[config.mk]
export PLATFORM = sky130hd
export DESIGN_NAME = mtm_alu_deserializer_p
export DESIGN_NICKNAME = d
export VERILOG_FILES = /design/src/rtl/mtm_alu_pkg.sv /design/src/rtl/mtm_alu_frame_rx.sv /design/src/rtl/mtm_alu_deserializer_p.sv
export SDC_FILE = /design/constraint.sdc
export NUM_CORES = 1
export LEC_CHECK = 0
export CAP_MARGIN = 20
export CORE_UTILIZATION = 43
export CTS_BUF_LIST = sky130_fd_sc_hd__clkbuf_4 sky130_fd_sc_hd__clkbuf_8 sky130_fd_sc_hd__clkbuf_16
export DETAILED_ROUTE_END_ITERATION = 6
export PLACE_DENSITY = 0.66
export SLEW_MARGIN = 25
export SYNTH_ARGS = -nofsm -noshare
export SYNTH_HDL_FRONTEND = slang
export SYNTH_HIERARCHICAL = 1
export SYNTH_SLANG_ARGS = --single-unit
[constraint.sdc]
create_clock -name clk -period 4 [get_ports clk]
set_input_delay 0.8 -clock clk [delete_from_list [all_inputs] [get_ports clk]]
set_output_delay 0.8 -clock clk [all_outputs]
set_load 0.1 [all_outputs]
[src/rtl/mtm_alu_pkg.sv]
// Shared constants, frame/op encodings and the CRC4 helper for the mtm ALU serial front end.
package mtm_alu_pkg;

  typedef enum logic {
    BYTE_DATA = 1'b0,
    BYTE_CMD  = 1'b1
  } byte_type_t;

  localparam logic [2:0] OP_AND = 3'b000;
  localparam logic [2:0] OP_OR  = 3'b001;
  localparam logic [2:0] OP_ADD = 3'b100;
  localparam logic [2:0] OP_SUB = 3'b101;

  localparam logic [7:0] ERR_DATA = 8'b1100_1001;
  localparam logic [7:0] ERR_CRC  = 8'b1010_0101;
  localparam logic [7:0] ERR_OP   = 8'b1001_0011;

  // Widest CRC input: two 64-bit operands plus the 4-bit {1'b1, op} trailer.
  localparam int unsigned CRC_MAX_BITS = 132;

  // x^4+x+1, MSB first; only the low `len` bits of data take part.
  function automatic logic [3:0] crc4_calc(input logic [CRC_MAX_BITS-1:0] data,
                                           input int unsigned len,
                                           input logic [3:0] init);
    logic [3:0] crc;
    logic       fb;
    crc = init;
    for (int unsigned i = CRC_MAX_BITS; i > 0; i--) begin
      if (i <= len) begin
        fb  = crc[3] ^ data[i-1];
        crc = {crc[2:0], 1'b0} ^ {2'b00, fb, fb};
      end
    end
    return crc;
  endfunction

  function automatic logic op_legal(input logic [2:0] op);
    logic ok;
    case (op)
      OP_AND, OP_OR, OP_ADD, OP_SUB: ok = 1'b1;
      default:                       ok = 1'b0;
    endcase
    return ok;
  endfunction

endpackage

[src/rtl/mtm_alu_frame_rx.sv]
// Serial frame receiver: start 0, type, 8 payload bits MSB first, stop 1; resyncs after a framing fault.
module mtm_alu_frame_rx
  import mtm_alu_pkg::*;
(
  input  logic       clk,
  input  logic       rst_n,
  input  logic       sin,
  output logic       byte_vld,
  output logic       byte_type,
  output logic [7:0] rx_byte,
  output logic       frame_err
);

  localparam logic [2:0] S_IDLE   = 3'd0;
  localparam logic [2:0] S_TYPE   = 3'd1;
  localparam logic [2:0] S_BITS   = 3'd2;
  localparam logic [2:0] S_STOP   = 3'd3;
  localparam logic [2:0] S_RESYNC = 3'd4;

  logic [2:0] state;
  logic [2:0] bit_cnt;
  logic [3:0] idle_cnt;
  logic [7:0] shreg;
  logic       type_q;

  always_ff @(posedge clk) begin
    if (!rst_n) begin
      state     <= S_IDLE;
      bit_cnt   <= '0;
      idle_cnt  <= '0;
      shreg     <= '0;
      type_q    <= 1'b0;
      byte_vld  <= 1'b0;
      byte_type <= BYTE_DATA;
      rx_byte   <= '0;
      frame_err <= 1'b0;
    end else begin
      byte_vld  <= 1'b0;
      frame_err <= 1'b0;
      case (state)
        S_IDLE: if (!sin) state <= S_TYPE;
        S_TYPE: begin
          type_q  <= sin;
          bit_cnt <= '0;
          state   <= S_BITS;
        end
        S_BITS: begin
          shreg   <= {shreg[6:0], sin};
          bit_cnt <= bit_cnt + 3'd1;
          if (bit_cnt == 3'd7) state <= S_STOP;
        end
        S_STOP: begin
          if (sin) begin
            byte_vld  <= 1'b1;
            byte_type <= type_q;
            rx_byte   <= shreg;
            state     <= S_IDLE;
          end else begin
            frame_err <= 1'b1;
            idle_cnt  <= '0;
            state     <= S_RESYNC;
          end
        end
        S_RESYNC: begin
          // Need 11 consecutive idle-high samples before trusting a start bit again.
          if (!sin)                  idle_cnt <= '0;
          else if (idle_cnt == 4'd10) state   <= S_IDLE;
          else                       idle_cnt <= idle_cnt + 4'd1;
        end
        default: state <= S_IDLE;
      endcase
    end
  end

endmodule

[src/rtl/mtm_alu_deserializer_p.sv]
// Packet assembly, CRC/op/length checks and single-entry valid/ready result register for the mtm ALU.
module mtm_alu_deserializer_p
  import mtm_alu_pkg::*;
#(
  parameter int unsigned OPERAND_BYTES = 4,
  parameter logic [3:0]  CRC_INIT      = 4'b0000
) (
  input  logic                         clk,
  input  logic                         rst_n,
  input  logic                         sin,
  output logic [8*OPERAND_BYTES-1:0]   a_o,
  output logic [8*OPERAND_BYTES-1:0]   b_o,
  output logic [2:0]                   op_o,
  output logic                         err_o,
  output logic [7:0]                   err_ctl_o,
  output logic                         valid_o,
  input  logic                         ready_i,
  output logic                         ovf_o
);

  localparam int unsigned W  = 8 * OPERAND_BYTES;
  localparam int unsigned NB = 2 * OPERAND_BYTES;
  localparam int unsigned CW = $clog2(NB + 2);

  logic                    byte_vld;
  logic                    byte_type;
  logic [7:0]              rx_byte;
  logic                    frame_err;

  logic [CW-1:0]           byte_cnt;
  logic [2*W-1:0]          pkt_buf;
  logic [W-1:0]            pkt_a;
  logic [W-1:0]            pkt_b;
  logic [2:0]              cmd_op;
  logic [3:0]              cmd_crc;
  logic [3:0]              calc_crc;
  logic [CRC_MAX_BITS-1:0] crc_in;
  logic                    res_evt;
  logic                    res_err;
  logic [7:0]              res_code;

  mtm_alu_frame_rx u_frame_rx (
    .clk       (clk),
    .rst_n     (rst_n),
    .sin       (sin),
    .byte_vld  (byte_vld),
    .byte_type (byte_type),
    .rx_byte   (rx_byte),
    .frame_err (frame_err)
  );

  always_comb begin
    pkt_a   = pkt_buf[2*W-1:W];
    pkt_b   = pkt_buf[W-1:0];
    cmd_op  = rx_byte[6:4];
    cmd_crc = rx_byte[3:0];
    crc_in  = '0;
    crc_in[2*W+3:0] = {pkt_b, pkt_a, 1'b1, cmd_op};
    calc_crc = crc4_calc(crc_in, 2*W + 4, CRC_INIT);
    res_evt  = frame_err | (byte_vld & (byte_type == BYTE_CMD));
    res_err  = 1'b1;
    res_code = ERR_DATA;
    if (frame_err || (byte_cnt != CW'(NB))) begin
      res_code = ERR_DATA;
    end else if (calc_crc != cmd_crc) begin
      res_code = ERR_CRC;
    end else if (!op_legal(cmd_op)) begin
      res_code = ERR_OP;
    end else begin
      res_err  = 1'b0;
      res_code = '0;
    end
  end

  always_ff @(posedge clk) begin
    if (!rst_n) begin
      byte_cnt  <= '0;
      pkt_buf   <= '0;
      a_o       <= '0;
      b_o       <= '0;
      op_o      <= '0;
      err_o     <= 1'b0;
      err_ctl_o <= '0;
      valid_o   <= 1'b0;
      ovf_o     <= 1'b0;
    end else begin
      ovf_o <= 1'b0;

      // A CMD byte or a framing fault always closes the packet, whatever its outcome.
      if (frame_err || (byte_vld && (byte_type == BYTE_CMD))) begin
        byte_cnt <= '0;
        pkt_buf  <= '0;
      end else if (byte_vld) begin
        pkt_buf <= {pkt_buf[2*W-9:0], rx_byte};
        if (byte_cnt != CW'(NB + 1)) byte_cnt <= byte_cnt + CW'(1);
      end

      if (res_evt) begin
        if (valid_o && !ready_i) begin
          ovf_o <= 1'b1;
        end else begin
          valid_o <= 1'b1;
          if (res_err) begin
            err_o     <= 1'b1;
            err_ctl_o <= res_code;
          end else begin
            a_o       <= pkt_a;
            b_o       <= pkt_b;
            op_o      <= cmd_op;
            err_o     <= 1'b0;
            err_ctl_o <= '0;
          end
        end
      end else if (valid_o && ready_i) begin
        valid_o <= 1'b0;
      end
    end
  end

endmodule
# Word-level counts from Yosys, hierarchy flattened

Cells that the tools add are included.
Widths: inputs -> output; s select.

Bits in registers: 176
Input bits: 4

Add/sub/neg operators: 3
Equality and inequality tests: 19
Multiplexer cells: 28
Bitwise operators: 138
Reduce and logical (&&, ||, !) cells: 22

Operator list:

| cell                | count |
|---|---|
| $xor 4x2->4         | 66 |
| $xor 1x1->1         | 64 |
| $mux 8              | 4 |
| $mux 3              | 5 |
| $pmux 3 s5          | 1 |
| $mux 1              | 13 |
| $eq 3x3->1 const B  | 4 |
| $mux 4              | 3 |
| $reduce_and 2->1    | 6 |
| $add 4x1->4 const B | 2 |
| $ne 2x2->1 const B  | 4 |
| $ne 4x4->1 const B  | 2 |
| $pmux 4 s2          | 1 |
| $eq 3x1->1 const B  | 2 |
| $eq 3x2->1 const B  | 2 |
| $logic_not 3->1     | 2 |
| $pmux 3 s2          | 1 |
| $reduce_and 3->1    | 2 |
| $reduce_bool 2->1   | 3 |
| $eq 4x4->1 const B  | 1 |
| $ne 2x1->1 const B  | 2 |
| $ne 4x4->1          | 1 |
| $not 1->1           | 4 |
| $reduce_and 4->1    | 1 |
| 11 further kinds    | 14 |

# Depth between registers and ports, before layout

Depth after elaboration: 140
Depth in mapped cells: 14

# Hierarchy

Netlist, hierarchy kept.

By module, submodules not included:

| module                 | instances | cells each | area each (µm²) | seq. area each (µm²) |
|---|---|---|---|---|
| mtm_alu_deserializer_p | 1         | 697        | 6700.2          | 2842.7 |
| mtm_alu_frame_rx       | 1         | 143        | 1373.8          | 600.6 |

# Worst setup path after synthesis

No wires, ideal clock.

Path kind: register to register
Start point: register pkt_buf[30]
End point: register a_o[23]
Arrival time: 3.612 ns
Slack: 0.318 ns
Cell stages (with the launch flop): 14
Path buffers: 2
Clock period less this slack: 3.682 ns
Path through: dfxtp_1 > xor2_1 > xnor3_1 > xnor3_1 > xnor2_2 > xnor3_2 > xnor3_1 > and2_1 > mux2i_1 > a2bb2oi_2 > buf_4 > buf_4 > o21ai_0 > a21oi_1

Cells in the longest elaborated chain, start to end: 94
Elaborated cells on any way between the ends: 135

RTL lines:

| element                      | line                          | source |
|---|---|---|
| start: declaration           | mtm_alu_deserializer_p.sv:31  | `logic [2*W-1:0] pkt_buf;` |
| start signal: assignment     | mtm_alu_deserializer_p.sv:94  | `pkt_buf <= {pkt_buf[2*W-9:0], rx_byte};` |
| $xor 3x2->3 *                | mtm_alu_pkg.sv:31             | `crc = {crc[2:0], 1'b0} ^ {2'b00, fb, fb};` |
| $xor 4x2->4 * (2 in a row)   | mtm_alu_pkg.sv:31             |  |
| $xor 1x1->1                  | mtm_alu_pkg.sv:30             | `fb = crc[3] ^ data[i-1];` |
| $xor 4x2->4 * (3 in a row)   | mtm_alu_pkg.sv:31             |  |
| $xor 1x1->1                  | mtm_alu_pkg.sv:30             |  |
| $xor 4x2->4 * (3 in a row)   | mtm_alu_pkg.sv:31             |  |
| $xor 1x1->1                  | mtm_alu_pkg.sv:30             |  |
| $xor 4x2->4 * (3 in a row)   | mtm_alu_pkg.sv:31             |  |
| [... 69 more ...]            | -                             |  |
| $xor 4x2->4 * (3 in a row)   | mtm_alu_pkg.sv:31             |  |
| $xor 1x1->1                  | mtm_alu_pkg.sv:30             |  |
| $xor 4x2->4 *                | mtm_alu_pkg.sv:31             |  |
| $ne 4x4->1 *                 | mtm_alu_deserializer_p.sv:65  | `end else if (calc_crc != cmd_crc) begin` |
| $mux 1 *                     | mtm_alu_deserializer_p.sv:65  |  |
| $mux 1 *                     | mtm_alu_deserializer_p.sv:63  | `if (frame_err \|\| (byte_cnt != CW'(NB))) begin` |
| $not 1->1 (no line) *        | -                             |  |
| $reduce_and 3->1 (no line) * | -                             |  |
| end signal: assignment       | mtm_alu_deserializer_p.sv:107 | `a_o <= pkt_a;` |
| end: declaration             | mtm_alu_deserializer_p.sv:11  | `output logic [8*OPERAND_BYTES-1:0] a_o,` |

Mark *: on every way between the ends. The rest lies on a longest branch, timed or not.
A chain may end at the register's enable or synchronous reset.

# Worst setup path after layout

Start point: register pkt_buf[17]
End point: register b_o[4]

Cells in the longest elaborated chain, start to end: 77
Elaborated cells on any way between the ends: 110

RTL lines:

| element                                    | line                                 | source |
|---|---|---|
| $xor 1x1->1 *                              | mtm_alu_pkg.sv:30                    |  |
| $xor 4x2->4 * (3 in a row)                 | mtm_alu_pkg.sv:31                    |  |
| $xor 1x1->1 or $xor 4x2->4 (tied branches) | mtm_alu_pkg.sv:30, mtm_alu_pkg.sv:31 |  |
| $xor 4x2->4 * (3 in a row)                 | mtm_alu_pkg.sv:31                    |  |
| $xor 1x1->1 or $xor 4x2->4 (tied branches) | mtm_alu_pkg.sv:30, mtm_alu_pkg.sv:31 |  |
| $xor 4x2->4 * (3 in a row)                 | mtm_alu_pkg.sv:31                    |  |
| $xor 1x1->1 or $xor 4x2->4 (tied branches) | mtm_alu_pkg.sv:30, mtm_alu_pkg.sv:31 |  |
| $xor 4x2->4 * (3 in a row)                 | mtm_alu_pkg.sv:31                    |  |
| [... 50 more ...]                          | -                                    |  |
| $xor 4x2->4 * (4 in a row)                 | mtm_alu_pkg.sv:31                    |  |
| $xor 1x1->1 or $xor 4x2->4 (tied branches) | mtm_alu_pkg.sv:30, mtm_alu_pkg.sv:31 |  |
| $xor 4x2->4 *                              | mtm_alu_pkg.sv:31                    |  |
| $ne 4x4->1 *                               | mtm_alu_deserializer_p.sv:65         |  |
| $mux 1 *                                   | mtm_alu_deserializer_p.sv:65         |  |
| $mux 1 *                                   | mtm_alu_deserializer_p.sv:63         |  |
| $not 1->1 (no line) *                      | -                                    |  |
| $reduce_and 3->1 (no line) *               | -                                    |  |
| end signal: assignment                     | mtm_alu_deserializer_p.sv:108        | `b_o <= pkt_b;` |
| end: declaration                           | mtm_alu_deserializer_p.sv:12         | `output logic [8*OPERAND_BYTES-1:0] b_o,` |

Marked as above.

==> impl_results.md <==
* Status: finished with violations
* Failing checks: design-rule violations
* Post-synthesis instance area at 0.00807 mm^2
* CP Cell Sequence: xnor2_2 -> xnor3_2 -> xnor3_1 -> xnor2_2 -> xnor2_2 -> xnor3_1 -> xnor3_2 -> mux2i_1 -> buf_4 -> a2bb2oi_4 -> buf_4 -> clkbuf_16 -> o21ai_0 -> a21oi_1
* Setup crit end kind: flip-flop
* Worst Path Arrival at 4.11 ns
* 1st-pass router iterations at 7
* Slew headroom at 33.4%
* Reg clk slew, reported paths at 0.06 ns
* Initial antenna violation count at 0
* Largest cells by area after synthesis: dfxtp_1 (43%), mux2i_1 (9.5%), xnor2_1 (8.2%)
* GRT Total Usage at 20.2%
* CTS tree: done
* Via/cell ratio at 5.47
* Yosys warns at 6
* Final setup vio count at 0
* Tmin final at 3.83 ns
* Critical path class: flip-flop to flip-flop
* # H-tree levels at 4
* Vias in the first global route at 5798
* Full die area at 0.0193 mm^2
* Clock Path Buffers at 2
* Sw frac at 21.6%
* DIE HEIGHT at 139 um
* Clk Latency, worst-skew pair at 0.43 ns
* Vias at 6303
* Net count, final at 923
* Max FO, Critical Path at 11
* Fmax at 0.261 GHz
* Commonest non-fill, non-tap cell in the layout: dfxtp_1
* CP max-delay cell: xnor3_2
* Port Buffers at 81
* CP top delay family: XOR/XNOR gates
* Combinational power share at 2.1%
* Core area at 0.0182 mm^2
* DP HPWL at 12.4 mm
* Core Rows at 49
* Per-cell routed wire length at 17.2 um
* Post-route core utilization at 54.9%
* Worst hold margin at 0.467 ns
* P_leak at 3.53 nW
* Seq/Total Area, Yosys at 42.6%
* Syn_nets at 851
* DRT iter0 DRCs at 403
* Initial Util at 44.3%
* Yosys top cell by area: dfxtp_1
* Largest net degree at the start of global routing at 69
* Pint at 2.71 mW
* P_sw at 0.746 mW
* Io pins at 82
* CP bufs+invs at 3
* CTS buffer count at 17
* Crit path largest cell delay at 0.49 ns
* Pins Over Slew Limit at 0
* Fin crit share at 95.9%
* Remaining Overflow, GRT at 0
* Cell area power density at 345 mW/mm^2
* Hold/Removal Path Class: flip-flop to flip-flop
* Slew @ Worst Pin at 0.996 ns
* Most frequent cells in the layout: dfxtp_1 (167), clkdlybuf4s50_1 (81), mux2i_1 (77), a21oi_1 (76), nor2_1 (72)
* Top cell type's share of synthesized area at 42.6%
* Hold Vio Cnt, Final at 0
* Clk pwr share at 47.8%
* Layout Skew at 0.0138 ns
* Top FF cell, synth: dfxtp_1
* Final Wtd Congestion at 0.839
* Worst VDD drop at 0.287 mV
* Clk sinks at 172
* Remaining DRCs at 5
* Req. time, crit path at 4.28 ns
* Sequential power share at 50.1%
* Max Cap Violations at 0
* Post-synth EDFFs at 0
* Gate Count Post-Synth at 840
* Share of cells above drive strength 1 at 11.8%
* Number of synthesized register bits at 172
* Startpoint class of the critical path: flip-flop
* WL final at 19.8 mm
* Asr flop ratio synth at 0%
* Antenna Nets Post-Route at 0
* Die width at 139 um
* Layout Area Growth over Synthesis at 23.9%
* Most frequent CP cell: xnor2_2
* Average cell area after synthesis at 9.61 um^2
* Unique masters post-synth at 50
* First-pass GRT wire length at 31.0 mm
* # diodes at 0
* Root Buffer: clkbuf_16
layout make-up:
cell class | count | area (um^2)
clock buffers | 20 | 467
clock inverters | 11 | 118
fillers | 1620 | 8210
inverters | 6 | 22.5
multi-input cells | 590 | 4410
flip-flops and latches | 172 | 3450
well taps | 229 | 287
repair buffers | 125 | 1250
stage by stage:
step                std cells  setup TNS (ns)  area, um^2  total power [mW]  setup slack [ns]
finish                   1153               0       10000              3.45             0.166
global route             1153         -0.0439       10000              3.56           -0.0284
CTS                      1146               0        9800              3.47            0.0229
detailed placement       1115               0        9210              1.84           0.00527
global placement         1115               0        9210              1.84            0.0796
floorplan                 840               0        8070              1.82             0.318
tightest hold or removal path: stages (launching register included):
cell	delay [ns]
dfxtp_1	0.31
nand2_1	0.05
a21boi_0	0.06
layer usage:
layer  track usage (%)  part of all wire [%]  up-vias
li1                  -                     -     3079
met2              29.7                    44      121
met1              29.4                    51     3088
met5                 0                     0        -
met4              6.73                   1.3        0
met3              3.94                   3.7       15
power by group through the flow:
| stage | sequential [mW] | combinational (mW) | clock, mW |
|---|---|---|---|
| 3_5_place_dp | 1.77 | 0.0742 | 0 |
| 3_3_place_gp | 1.77 | 0.0744 | 0 |
| 6_report | 1.73 | 0.0739 | 1.65 |
| 2_1_floorplan | 1.76 | 0.0620 | 0 |
| 5_1_grt | 1.73 | 0.0802 | 1.75 |
| 4_1_cts | 1.73 | 0.0743 | 1.67 |
cells by family (layout without fill, tap and decap cells):
group / after synthesis / count (layout) / synth area share [%]
compound gates: 167 / 167 / 11.5
xor+xnor: 118 / 118 / 16.3
fa+ha+maj: 7 / 7 / 1.08
buf+inv: 78 / 162 / 4.49
flops: 172 / 172 / 42.6
mux: 77 / 77 / 9.55
simple gates: 221 / 221 / 14.5
synthesized netlist by cell type, types with 7 or more instances:
master	instances
nor2b_1	13
clkbuf_1	41
nand4_1	69
nand2b_1	8
buf_1	8
dfxtp_1	172
nor2_1	73
mux2i_1	77
a21boi_0	9
nand2_1	29
xnor2_1	76
ha_1	7
o21ai_1	10
buf_2	10
xor2_1	21
o21ai_0	58
xnor3_1	17
buf_4	9
a21oi_1	76
sequential cells by signal, summed over array words and instances (netlist names):
signal                count
u_frame_rx/bit_cnt        3
u_frame_rx/byte_type      1
ovf_o                     1
a_o                      32
pkt_buf                  64
valid_o                   1
err_o                     1
err_ctl_o                 4
u_frame_rx/frame_err      1
u_frame_rx/idle_cnt       4
u_frame_rx/byte_vld       1
u_frame_rx/rx_byte        8
b_o                      32
u_frame_rx/shreg          8
byte_cnt                  4
u_frame_rx/type_q         1
op_o                      3
u_frame_rx/state          3
what timing repair did:
item,CTS,global route
endpoints found under the setup margin,19,71
cloned,0,3
pin swaps,0,9
buffers inserted,0,4
gates resized for setup,2,23
hold buffers,0,0
final timing paths:
path / start / endpoint / slack (ns) / cells after the start
worst min register to register: u_frame_rx/byte_type$_SDFFE_PN0P_ / u_frame_rx/byte_type$_SDFFE_PN0P_ / 0.47 / 2
worst max-delay path: pkt_buf[17]$_SDFFE_PP0P_ / b_o[4]$_SDFFE_PN0P_ / 0.17 / 14
worst max register to register: pkt_buf[17]$_SDFFE_PP0P_ / b_o[4]$_SDFFE_PN0P_ / 0.17 / 14
worst min-delay path: u_frame_rx/byte_type$_SDFFE_PN0P_ / u_frame_rx/byte_type$_SDFFE_PN0P_ / 0.47 / 2
Power figures use the tool's default switching activity.
